$ cat config.mk
export PLATFORM = sky130hd
export DESIGN_NAME = seq_alu_flat
export DESIGN_NICKNAME = d
export VERILOG_FILES = /design/src/rtl/seq_alu_if.sv /design/src/rtl/seq_alu.sv /design/src/flat_wrapper.sv
export SDC_FILE = /design/constraint.sdc
export NUM_CORES = 1
export LEC_CHECK = 0
export ABC_AREA = 0
export ABC_CLOCK_PERIOD_IN_PS = 5900
export BUFFER_PORTS_ARGS = -buffer_cell sky130_fd_sc_hd__buf_2
export CORE_ASPECT_RATIO = 0.9
export CORE_MARGIN = 2
export CORE_UTILIZATION = 58
export DETAILED_ROUTE_END_ITERATION = 6
export GPL_ROUTABILITY_DRIVEN = 0
export PLACE_DENSITY = 0.82
export SYNTH_ARGS = -nofsm -noshare
export SYNTH_HDL_FRONTEND = slang
export SYNTH_SLANG_ARGS = --single-unit
$ cat constraint.sdc
create_clock -name clk -period 5.9 [get_ports clk]
set_clock_uncertainty 0.2 [all_clocks]
set_input_delay 1.18 -clock clk [delete_from_list [all_inputs] [get_ports clk]]
set_output_delay 1.18 -clock clk [all_outputs]
set_load 0.05 [all_outputs]
$ cat src/rtl/seq_alu_if.sv
// Request/response bundle for seq_alu: operands and opcode in, result, flags and handshake out.
interface seq_alu_if #(
  parameter int WIDTH = 8
);

  logic             start;
  logic [3:0]       op;
  logic [WIDTH-1:0] a;
  logic [WIDTH-1:0] b;
  logic             busy;
  logic             done;
  logic [WIDTH-1:0] result;
  logic [WIDTH-1:0] result_hi;
  logic             flag_z;
  logic             flag_c;
  logic             flag_n;
  logic             flag_v;
  logic             illegal;

  modport master (
    output start, op, a, b,
    input  busy, done, result, result_hi, flag_z, flag_c, flag_n, flag_v, illegal
  );

  modport slave (
    input  start, op, a, b,
    output busy, done, result, result_hi, flag_z, flag_c, flag_n, flag_v, illegal
  );

endinterface

$ cat src/rtl/seq_alu.sv
// Registered multi-cycle ALU with start/busy/done handshake and status flags.
// Define SEQ_ALU_MUL_EN to enable opcode 8 as a WIDTH-cycle shift-add unsigned multiplier.
module seq_alu #(
  parameter int WIDTH = 8
) (
  input  logic     clk,
  input  logic     rst_n,
  seq_alu_if.slave bus
);

  localparam logic [3:0] OP_PASS = 4'd0;
  localparam logic [3:0] OP_ADD  = 4'd1;
  localparam logic [3:0] OP_SUB  = 4'd2;
  localparam logic [3:0] OP_AND  = 4'd3;
  localparam logic [3:0] OP_OR   = 4'd4;
  localparam logic [3:0] OP_XOR  = 4'd5;
  localparam logic [3:0] OP_SHL  = 4'd6;
  localparam logic [3:0] OP_SHR  = 4'd7;
`ifdef SEQ_ALU_MUL_EN
  localparam logic [3:0] OP_MUL  = 4'd8;
  localparam int         CNT_W   = $clog2(WIDTH);
`endif

  typedef enum logic [1:0] {
    S_IDLE = 2'd0,
    S_EXEC = 2'd1,
    S_MULT = 2'd2
  } state_t;

  state_t           r_state;
  state_t           w_state_next;

  logic             w_busy;
  logic             w_load;
  logic             w_start_mul;
  logic             w_exec_wr;
  logic             w_mul_wr;

  logic [WIDTH-1:0] r_a;
  logic [WIDTH-1:0] r_b;
  logic [3:0]       r_op;

  logic [WIDTH-1:0] r_result;
  logic             r_z;
  logic             r_c;
  logic             r_n;
  logic             r_v;
  logic             r_ill;
  logic             r_done;

  logic [WIDTH:0]   w_sum;
  logic [WIDTH:0]   w_diff;
  logic [WIDTH-1:0] w_res;
  logic             w_c;
  logic             w_v;
  logic             w_ill;

`ifdef SEQ_ALU_MUL_EN
  logic [WIDTH-1:0] r_result_hi;
  logic [CNT_W-1:0] r_cnt;
  logic [WIDTH-1:0] r_acc_hi;
  logic [WIDTH-1:0] r_acc_lo;
  logic [WIDTH:0]   w_part;
  logic [WIDTH-1:0] w_hi_next;
  logic [WIDTH-1:0] w_lo_next;
  logic             w_last;

  // Low half of the accumulator starts as b and is shifted out LSB first.
  assign w_part      = {1'b0, r_acc_hi} + (r_acc_lo[0] ? {1'b0, r_a} : {(WIDTH+1){1'b0}});
  assign w_hi_next   = w_part[WIDTH:1];
  assign w_lo_next   = {w_part[0], r_acc_lo[WIDTH-1:1]};
  assign w_last      = (r_cnt == CNT_W'(WIDTH - 1));
  assign w_start_mul = (bus.op == OP_MUL);
`else
  assign w_start_mul = 1'b0;
`endif

  // State register
  always_ff @(posedge clk) begin
    if (!rst_n) begin
      r_state <= S_IDLE;
    end else begin
      r_state <= w_state_next;
    end
  end

  // Next-state logic
  always_comb begin
    w_state_next = r_state;
    case (r_state)
      S_IDLE: begin
        if (bus.start) begin
          w_state_next = w_start_mul ? S_MULT : S_EXEC;
        end
      end
      S_EXEC: w_state_next = S_IDLE;
`ifdef SEQ_ALU_MUL_EN
      S_MULT: begin
        if (w_last) begin
          w_state_next = S_IDLE;
        end
      end
`endif
      default: w_state_next = S_IDLE;
    endcase
  end

  // FSM outputs
  always_comb begin
    w_busy    = (r_state != S_IDLE);
    w_load    = (r_state == S_IDLE) && bus.start;
    w_exec_wr = (r_state == S_EXEC);
`ifdef SEQ_ALU_MUL_EN
    w_mul_wr  = (r_state == S_MULT) && w_last;
`else
    w_mul_wr  = 1'b0;
`endif
  end

  // The extra top bit of the (WIDTH+1)-bit difference is set exactly when a < b.
  assign w_sum  = {1'b0, r_a} + {1'b0, r_b};
  assign w_diff = {1'b0, r_a} - {1'b0, r_b};

  always_comb begin
    w_res = '0;
    w_c   = 1'b0;
    w_v   = 1'b0;
    w_ill = 1'b0;
    case (r_op)
      OP_PASS: w_res = r_a;
      OP_ADD: begin
        w_res = w_sum[WIDTH-1:0];
        w_c   = w_sum[WIDTH];
        w_v   = (r_a[WIDTH-1] == r_b[WIDTH-1]) && (w_sum[WIDTH-1] != r_a[WIDTH-1]);
      end
      OP_SUB: begin
        w_res = w_diff[WIDTH-1:0];
        w_c   = w_diff[WIDTH];
        w_v   = (r_a[WIDTH-1] != r_b[WIDTH-1]) && (w_diff[WIDTH-1] != r_a[WIDTH-1]);
      end
      OP_AND:  w_res = r_a & r_b;
      OP_OR:   w_res = r_a | r_b;
      OP_XOR:  w_res = r_a ^ r_b;
      OP_SHL: begin
        w_res = {r_a[WIDTH-2:0], 1'b0};
        w_c   = r_a[WIDTH-1];
      end
      OP_SHR: begin
        w_res = {1'b0, r_a[WIDTH-1:1]};
        w_c   = r_a[0];
      end
      default: w_ill = 1'b1;
    endcase
  end

  // Datapath and output registers
  always_ff @(posedge clk) begin
    if (!rst_n) begin
      r_a      <= '0;
      r_b      <= '0;
      r_op     <= '0;
      r_result <= '0;
      r_z      <= 1'b0;
      r_c      <= 1'b0;
      r_n      <= 1'b0;
      r_v      <= 1'b0;
      r_ill    <= 1'b0;
      r_done   <= 1'b0;
`ifdef SEQ_ALU_MUL_EN
      r_result_hi <= '0;
      r_cnt       <= '0;
      r_acc_hi    <= '0;
      r_acc_lo    <= '0;
`endif
    end else begin
      r_done <= 1'b0;
      if (w_load) begin
        r_a  <= bus.a;
        r_b  <= bus.b;
        r_op <= bus.op;
      end
      if (w_exec_wr) begin
        r_result <= w_res;
        r_z      <= (w_res == '0);
        r_c      <= w_c;
        r_n      <= w_res[WIDTH-1];
        r_v      <= w_v;
        r_ill    <= w_ill;
        r_done   <= 1'b1;
`ifdef SEQ_ALU_MUL_EN
        r_result_hi <= '0;
`endif
      end
`ifdef SEQ_ALU_MUL_EN
      if (w_load) begin
        r_acc_hi <= '0;
        r_acc_lo <= bus.b;
        r_cnt    <= '0;
      end else if (r_state == S_MULT) begin
        r_acc_hi <= w_hi_next;
        r_acc_lo <= w_lo_next;
        r_cnt    <= r_cnt + CNT_W'(1);
      end
      if (w_mul_wr) begin
        r_result    <= w_lo_next;
        r_result_hi <= w_hi_next;
        r_z         <= (w_lo_next == '0);
        r_c         <= |w_hi_next;
        r_n         <= w_lo_next[WIDTH-1];
        r_v         <= 1'b0;
        r_ill       <= 1'b0;
        r_done      <= 1'b1;
      end
`endif
    end
  end

  assign bus.busy    = w_busy;
  assign bus.done    = r_done;
  assign bus.result  = r_result;
  assign bus.flag_z  = r_z;
  assign bus.flag_c  = r_c;
  assign bus.flag_n  = r_n;
  assign bus.flag_v  = r_v;
  assign bus.illegal = r_ill;
`ifdef SEQ_ALU_MUL_EN
  assign bus.result_hi = r_result_hi;
`else
  assign bus.result_hi = '0;
`endif

endmodule

$ cat src/flat_wrapper.sv
// flat-port wrapper written by rule: the top's interface ports become plain ports
module seq_alu_flat 
#(
  parameter int WIDTH = 8
)
  (clk, rst_n, bus_start, bus_op, bus_a, bus_b, bus_busy, bus_done, bus_result, bus_result_hi, bus_flag_z, bus_flag_c, bus_flag_n, bus_flag_v, bus_illegal);
  seq_alu_if #(.WIDTH(WIDTH)) bus_i ();
  input  logic clk;
  input  logic rst_n;
  input wire logic [$bits(bus_i.start)-1:0] bus_start;
  input wire logic [$bits(bus_i.op)-1:0] bus_op;
  input wire logic [$bits(bus_i.a)-1:0] bus_a;
  input wire logic [$bits(bus_i.b)-1:0] bus_b;
  output wire logic [$bits(bus_i.busy)-1:0] bus_busy;
  output wire logic [$bits(bus_i.done)-1:0] bus_done;
  output wire logic [$bits(bus_i.result)-1:0] bus_result;
  output wire logic [$bits(bus_i.result_hi)-1:0] bus_result_hi;
  output wire logic [$bits(bus_i.flag_z)-1:0] bus_flag_z;
  output wire logic [$bits(bus_i.flag_c)-1:0] bus_flag_c;
  output wire logic [$bits(bus_i.flag_n)-1:0] bus_flag_n;
  output wire logic [$bits(bus_i.flag_v)-1:0] bus_flag_v;
  output wire logic [$bits(bus_i.illegal)-1:0] bus_illegal;
  assign bus_i.start = bus_start;
  assign bus_i.op = bus_op;
  assign bus_i.a = bus_a;
  assign bus_i.b = bus_b;
  assign bus_busy = bus_i.busy;
  assign bus_done = bus_i.done;
  assign bus_result = bus_i.result;
  assign bus_result_hi = bus_i.result_hi;
  assign bus_flag_z = bus_i.flag_z;
  assign bus_flag_c = bus_i.flag_c;
  assign bus_flag_n = bus_i.flag_n;
  assign bus_flag_v = bus_i.flag_v;
  assign bus_illegal = bus_i.illegal;
  seq_alu #(.WIDTH(WIDTH)) u_core (.clk(clk), .rst_n(rst_n), .bus(bus_i));
endmodule
==> results of run 1 <==
[path summary, 6_finish.rpt]
kind | startpoint | end | cells past startpoint | slack, ns
worst min register to register | u_core.bus.result[4]$_SDFFE_PN0P_ | u_core.bus.result[4]$_SDFFE_PN0P_ | 2 | 0.28
worst min-delay path | u_core.bus.result[4]$_SDFFE_PN0P_ | u_core.bus.result[4]$_SDFFE_PN0P_ | 2 | 0.28
worst max register to register | u_core.r_a[0]$_SDFFE_PN0P_ | u_core.bus.flag_z$_SDFFE_PN0P_ | 10 | 3.15
worst max-delay path | u_core.r_a[0]$_SDFFE_PN0P_ | u_core.bus.flag_z$_SDFFE_PN0P_ | 10 | 3.15
[area by class of cell]
cell class | count | area share, %
Multi-Input combinational cell | 272 | 61.0
Sequential cell | 34 | 22.9
Timing Repair Buffer | 38 | 6.48
Inverter | 27 | 3.41
Tap cell | 62 | 2.61
Clock buffer | 7 | 2.57
Clock inverter | 1 | 1.01
[cells by family after synthesis]
group | synth area share (%)
buffers and inverters | 9.94
AND/OR/NAND/NOR | 22.5
XOR/XNOR | 1.60
other | 0.137
multiplexers | 4.20
AO/OA/AOI/OAI | 24.4
flip-flops | 24.8
adder cells (fa/ha/maj) | 12.4
[power by group through the flow]
stage	registers, mW	clock network, mW	logic, mW
2_1_floorplan	0.275	0	0.144
3_3_place_gp	0.268	0	0.186
3_5_place_dp	0.268	0	0.189
4_1_cts	0.263	0.210	0.190
5_1_grt	0.266	0.220	0.211
6_report	0.264	0.208	0.193
[worst max-delay path, stage by stage, from the launching register on]
cell	delay [ns]
dfxtp_1	0.41
inv_1	0.08
ha_1	0.21
fa_1	0.48
inv_1	0.04
mux4_2	0.44
mux2i_1	0.24
o21ai_0	0.11
nor3_1	0.16
nand4_1	0.11
o31ai_1	0.19
[routing by layer]
layer  vias to the layer above  GRT usage, %  part of all wire, %
li1                       1265             -                    -
met1                      1232          37.4                   45
met2                       135          40.7                   45
met3                         8          3.78                  9.0
met4                         0          5.45                 0.88
met5                         -             0                    0
[sequential cells by signal, summed over array words and instances, names as in the netlist]
| signal | flops |
|---|---|
| u_core.bus.result | 7 |
| u_core.bus.flag_n | 1 |
| u_core.bus.flag_c | 1 |
| u_core.r_a | 8 |
| u_core.r_b | 8 |
| u_core.r_state | 1 |
| u_core.bus.illegal | 1 |
| u_core.bus.flag_z | 1 |
| u_core.r_op | 4 |
| u_core.bus.flag_v | 1 |
| u_core.bus.done | 1 |
[cell usage in the layout, fill, tap and decap left out, drive strengths merged, types with 2 or more instances in the layout]
cell type,n
nand2,50
xnor2,4
a31oi,3
a21oi,33
o311ai,2
a22oi,3
o21bai,3
or3,3
dfxtp,34
o21ai,18
and2,2
o21ba,4
o221ai,2
mux4,2
and3,2
o31ai,2
nand3,7
nand4,2
nor2b,12
inv,26
a21o,3
buf,38
a211oi,10
mux2i,7
a211o,2
nor3,8
or3b,2
nor2,27
nand3b,4
ha,24
nor4,3
o21a,3
fa,2
conb,8
clkbuf,7
==> metrics.md, run 1 <==
| Metric | Value |
|---|---|
| Final Hold Vio Count | 0 |
| Finish-stage setup viols | 0 |
| Largest net degree at the start of global routing | 36 |
| Antenna violations before repair | 0 |
| Most frequent cell after synthesis | nand2_1 |
| Top cells by count, synth | nand2_1, dfxtp_1, a21oi_1, nor2_1, inv_1 |
| Static Leak | 1.24 nW |
| Worst Path Arrival | 2.76 ns |
| Die area | 0.00530 mm² |
| Synth Flop Type | dfxtp_1 |
| Clk root buf | clkbuf_8 |
| Initial DRC Count | 218 |
| Final Cycle Share | 46.7% |
| Final WL | 6610 µm |
| Critical Path RT | 5.91 ns |
| Crit path max fanout | 6 |
| Cell area after layout | 0.00297 mm² |
| Critical Path Sink Type | register |
| Placed Cells | 433 |
| Die X | 76.5 µm |
| Clk sinks | 34 |
| Status | completed |
| Vias per cell | 5.99 |
| Seq cells post-synth | 34 |
| Internal cell power | 0.438 mW |
| Sw frac | 34.0% |
| Die Span Y | 69.2 µm |
| H-Tree Depth | 2 |
| Total GRT Usage | 25.7% |
| CTS Buffer Depth | 2 |
| WS Path Type | register to register |
| Synth top area cells | dfxtp_1, ha_1, nand2_1, a21oi_1, nor2_1 |
| Core area | 0.00449 mm² |
| Share of cells above drive strength 1 | 15.3% |
| Final antenna-violating net count | 0 |
| Cell count after synthesis | 355 |
| Grt total ovfl | 0 |
| Final core occ | 66.2% |
| Worst-Skew Late Latency | 0.29 ns |
| Yosys Warn Count | 0 |
| # hold bufs at CTS | 0 |
| Clock share of power | 31.3% |
| Mapped Area | 0.00274 mm² |
| First-pass GRT wire length | 11200 µm |
| Sequential share of the synthesized area | 24.8% |
| Max VDD drop | 0.215 mV |
| Hold Slack | 0.278 ns |
| Pwr Density | 223 mW/mm² |
| Area of the multi-input gates | 0.00182 mm² |
| Post-synth top area cell | dfxtp_1 |
| Fin nets | 427 |
| Tmin final | 2.75 ns |
| Wire length per cell | 15.0 µm |
| Placement Setup Slack | 3.01 ns |
| Syn_area_per_cell | 7.73 µm² |
| Post-CTS resize count | 0 |
| Top Ports | 46 |
| Yosys top cell area share | 24.8% |
| Buffers on Ports | 37 |
| Max-slew violation count | 0 |
| Async SR Flop Fraction | 0% |
| Non-Filler Instances | 441 |
| FF+latch area | 681 µm² |
| # fillers | 409 |
| Number of synthesized flops with an enable pin | 0 |
| Max frequency | 0.363 GHz |
| Startpoint Class | register |
| N_diodes | 0 |
| DR pass1 iterations | 5 |
| Worst-Margin Slew | 1.31 ns |
| Vias in the first global route | 2354 |
| DR vias | 2640 |
| HPWL after detailed placement | 4990 µm |
| Switching power | 0.226 mW |
| CTS tree | built |
| Postcts setup bufs | 0 |
| Fin Setup TNS | 0 ns |
| Setup slack after layout | 3.15 ns |
| Std cell rows | 23 |
| Combinational power share | 29.0% |
| Hold crit path type | register to register |
| Total Power | 0.665 mW |
| Initial Utilization | 61.1% |
| Placed instance area | 0.00287 mm² |
| Relative slew slack | 12.3% |
| Clk slew on worst S/H paths | 0.07 ns |
| Max_cap viols | 0 |
| Flop pwr share | 39.7% |
| Count of cell types in the netlist | 61 |
| Area Growth Syn to Fin | 8.44% |
| RSZ-0062 raised after global routing | no |
| Remaining DRCs | 0 |
| Total CTS buffers | 5 |
Note: power is estimated with default switching activity, not from simulation.
==> run 2: changes to the inputs <==
- ABC_CLOCK_PERIOD_IN_PS: 5900 -> 2600
- CORE_UTILIZATION: 58 -> 57
- PLACE_DENSITY: 0.82 -> 0.81
- clock period: 5.9 -> 2.6 ns (I/O delays scaled with it)
==> run 2 against run 1 <==
  * Largest power group unchanged
  * Core utilization grew 4.4 points
  * First-iteration DRC count grew 89%
  * Final cell count grew 5.7%
  * Maximum frequency grew 6.3%
  * Die area grew 1.7%
  * Power grew 130%
  * Cell area grew 8.0%
  * Non-clock buffer count grew 25
  * Combinational power grew to 2.6 times the previous value
  * Worst setup slack lost 3.1 ns
  * Largest cell class unchanged
  * Flip-flop and latch count is the same
==> metrics.md, run 2 (same netlist as run 1, synthesis figures left out) <==
| Metric | Value |
|---|---|
| Critical Path RT | 2.58 ns (-3.33 ns) |
| RSZ-0062 raised after global routing | yes |
| Max VDD drop | 0.432 mV (+100%) |
| Final WL | 7130 µm (+7.9%) |
| Crit path max fanout | 2 (-4) |
| Total Power | 1.52 mW (+130%) |
| Clk sinks | 34 (unchanged) |
| Largest net degree at the start of global routing | 30 (-17%) |
| Tmin final | 2.59 ns (-0.164 ns) |
| H-Tree Depth | 2 (unchanged) |
| Worst-Skew Late Latency | 0.29 ns (about the same) |
| Commonest non-fill, non-tap cell in the layout | nand2_1 |
| HPWL after detailed placement | 5220 µm (+4.7%) |
| Clk slew on worst S/H paths | 0.08 ns (about the same) |
| Buffers on Ports | 37 (unchanged) |
| DR pass1 iterations | 5 (unchanged) |
| Static Leak | 1.36 nW (+10%) |
| Status | completed |
| Std cell rows | 23 (unchanged) |
| Initial Utilization | 60.3% (-0.77 points) |
| Die X | 77.1 µm (+0.83%) |
| Area Growth Syn to Fin | 17.2% |
| Die area | 0.00538 mm² (+1.7%) |
| Placed instance area | 0.00302 mm² (+5.2%) |
| Leading cell types in the layout, fill and taps excluded | nand2_1, buf_2, a21oi_1 |
| Critical Path Sink Type | register |
| Max-slew violation count | 0 (unchanged) |
| Worst-Margin Slew | 0.659 ns (-0.653 ns) |
| Total CTS buffers | 5 (unchanged) |
| N_diodes | 0 (unchanged) |
| Remaining DRCs | 0 (unchanged) |
| Hold crit path type | primary input to register |
| Hold Slack | 0.261 ns (-0.0170 ns) |
| # hold bufs at CTS | 0 (unchanged) |
| Top Ports | 46 (unchanged) |
| Finish-stage setup viols | 0 (unchanged) |
| Wire length per cell | 15.3 µm (+2.2%) |
| Relative slew slack | 55.9% (+44 points) |
| Non-Filler Instances | 466 (+5.7%) |
| Final Cycle Share | 99.6% (+53 points) |
| Grt total ovfl | 0 (unchanged) |
| WS Path Type | register to register |
| Pwr Density | 473 mW/mm² (+110%) |
| Vias per cell | 5.88 (-1.9%) |
| Initial DRC Count | 411 (+89%) |
| Max frequency | 0.386 GHz (+6.3%) |
| Max_cap viols | 0 (unchanged) |
| Antenna violations before repair | 0 (unchanged) |
| CTS tree | built |
| Core area | 0.00455 mm² (+1.3%) |
| Total GRT Usage | 26.9% (+1.2 points) |
| Final antenna-violating net count | 0 (unchanged) |
| Clk root buf | clkbuf_8 |
| Share of cells above drive strength 1 | 23.5% (+8.2 points) |
| Placed Cells | 453 (+4.6%) |
| Die Span Y | 69.8 µm (+0.82%) |
| DR vias | 2738 (+3.7%) |
| Startpoint Class | register |
| Fin nets | 452 (+5.9%) |
| Final Hold Vio Count | 0 (unchanged) |
| Worst Path Arrival | 2.57 ns (-0.19 ns) |
| CTS Buffer Depth | 2 (unchanged) |
| Cell area after layout | 0.00321 mm² (+8.0%) |
| Vias in the first global route | 2434 (+3.4%) |
| First-pass GRT wire length | 11700 µm (+4.7%) |
run 2: worst paths after layout:
check                                                     from  slack [ns]                           endpoint  cells after the start
worst min register to register  u_core.bus.flag_z$_SDFFE_PN0P_        0.28     u_core.bus.flag_z$_SDFFE_PN0P_                      2
worst max register to register      u_core.r_a[0]$_SDFFE_PN0P_        0.01  u_core.bus.result[1]$_SDFFE_PN0P_                     11
worst min-delay path                                  bus_b[6]        0.26         u_core.r_b[6]$_SDFFE_PN0P_                      3
worst max-delay path                u_core.r_a[0]$_SDFFE_PN0P_        0.01  u_core.bus.result[1]$_SDFFE_PN0P_                     11
run 2: critical path, cell delays in order, from the launching register on:
cell,delay [ns]
dfxtp_2,0.33
buf_6,0.12
ha_4,0.15
fa_1,0.43
mux4_2,0.49
mux2i_4,0.21
buf_6,0.13
buf_6,0.08
buf_4,0.09
nor3_1,0.04
a21oi_1,0.13
nor2_1,0.06
run 2: repair_timing:
item,4_1_cts,5_1_grt
gates resized for setup,4,13
buffers inserted,1,4
endpoints found under the hold margin,0,0
endpoints found under the setup margin,1,5
pin swaps,0,1
run 2: final cells by class:
cell class	count	area (µm²)
timing repair buffer	63	392
fill	374	1330
tap	62	77.6
sequential	34	686
clock buffer	6	82.6
multi-input combinational	272	1860
inverter	27	101
clock inverter	2	12.5
run 2: report_power, final:
part	internal (mW)	switching [mW]
logic	0.197	0.311
registers	0.551	0.0348
clock network	0.213	0.214
run 2: through the flow:
step	utilization, %	TNS [ns]	setup WS [ns]
3_3_place_gp	66.4	0	0.00692
3_5_place_dp	66.4	-0.0550	-0.0550
2_1_floorplan	-	0	0.102
4_1_cts	69.0	0	0.0198
5_1_grt	70.7	-0.252	-0.158
6_report	70.7	0	0.0106
run 2: per-layer routing:
metal	global-route usage (%)	part of all wire (%)	up-vias	wire length (µm)
li1	-	-	1314	-
met1	39.8	45	1240	3180
met2	39.0	43	147	3060
met3	4.17	9.0	37	642
met4	10.3	3.5	0	248
met5	0	0	-	0
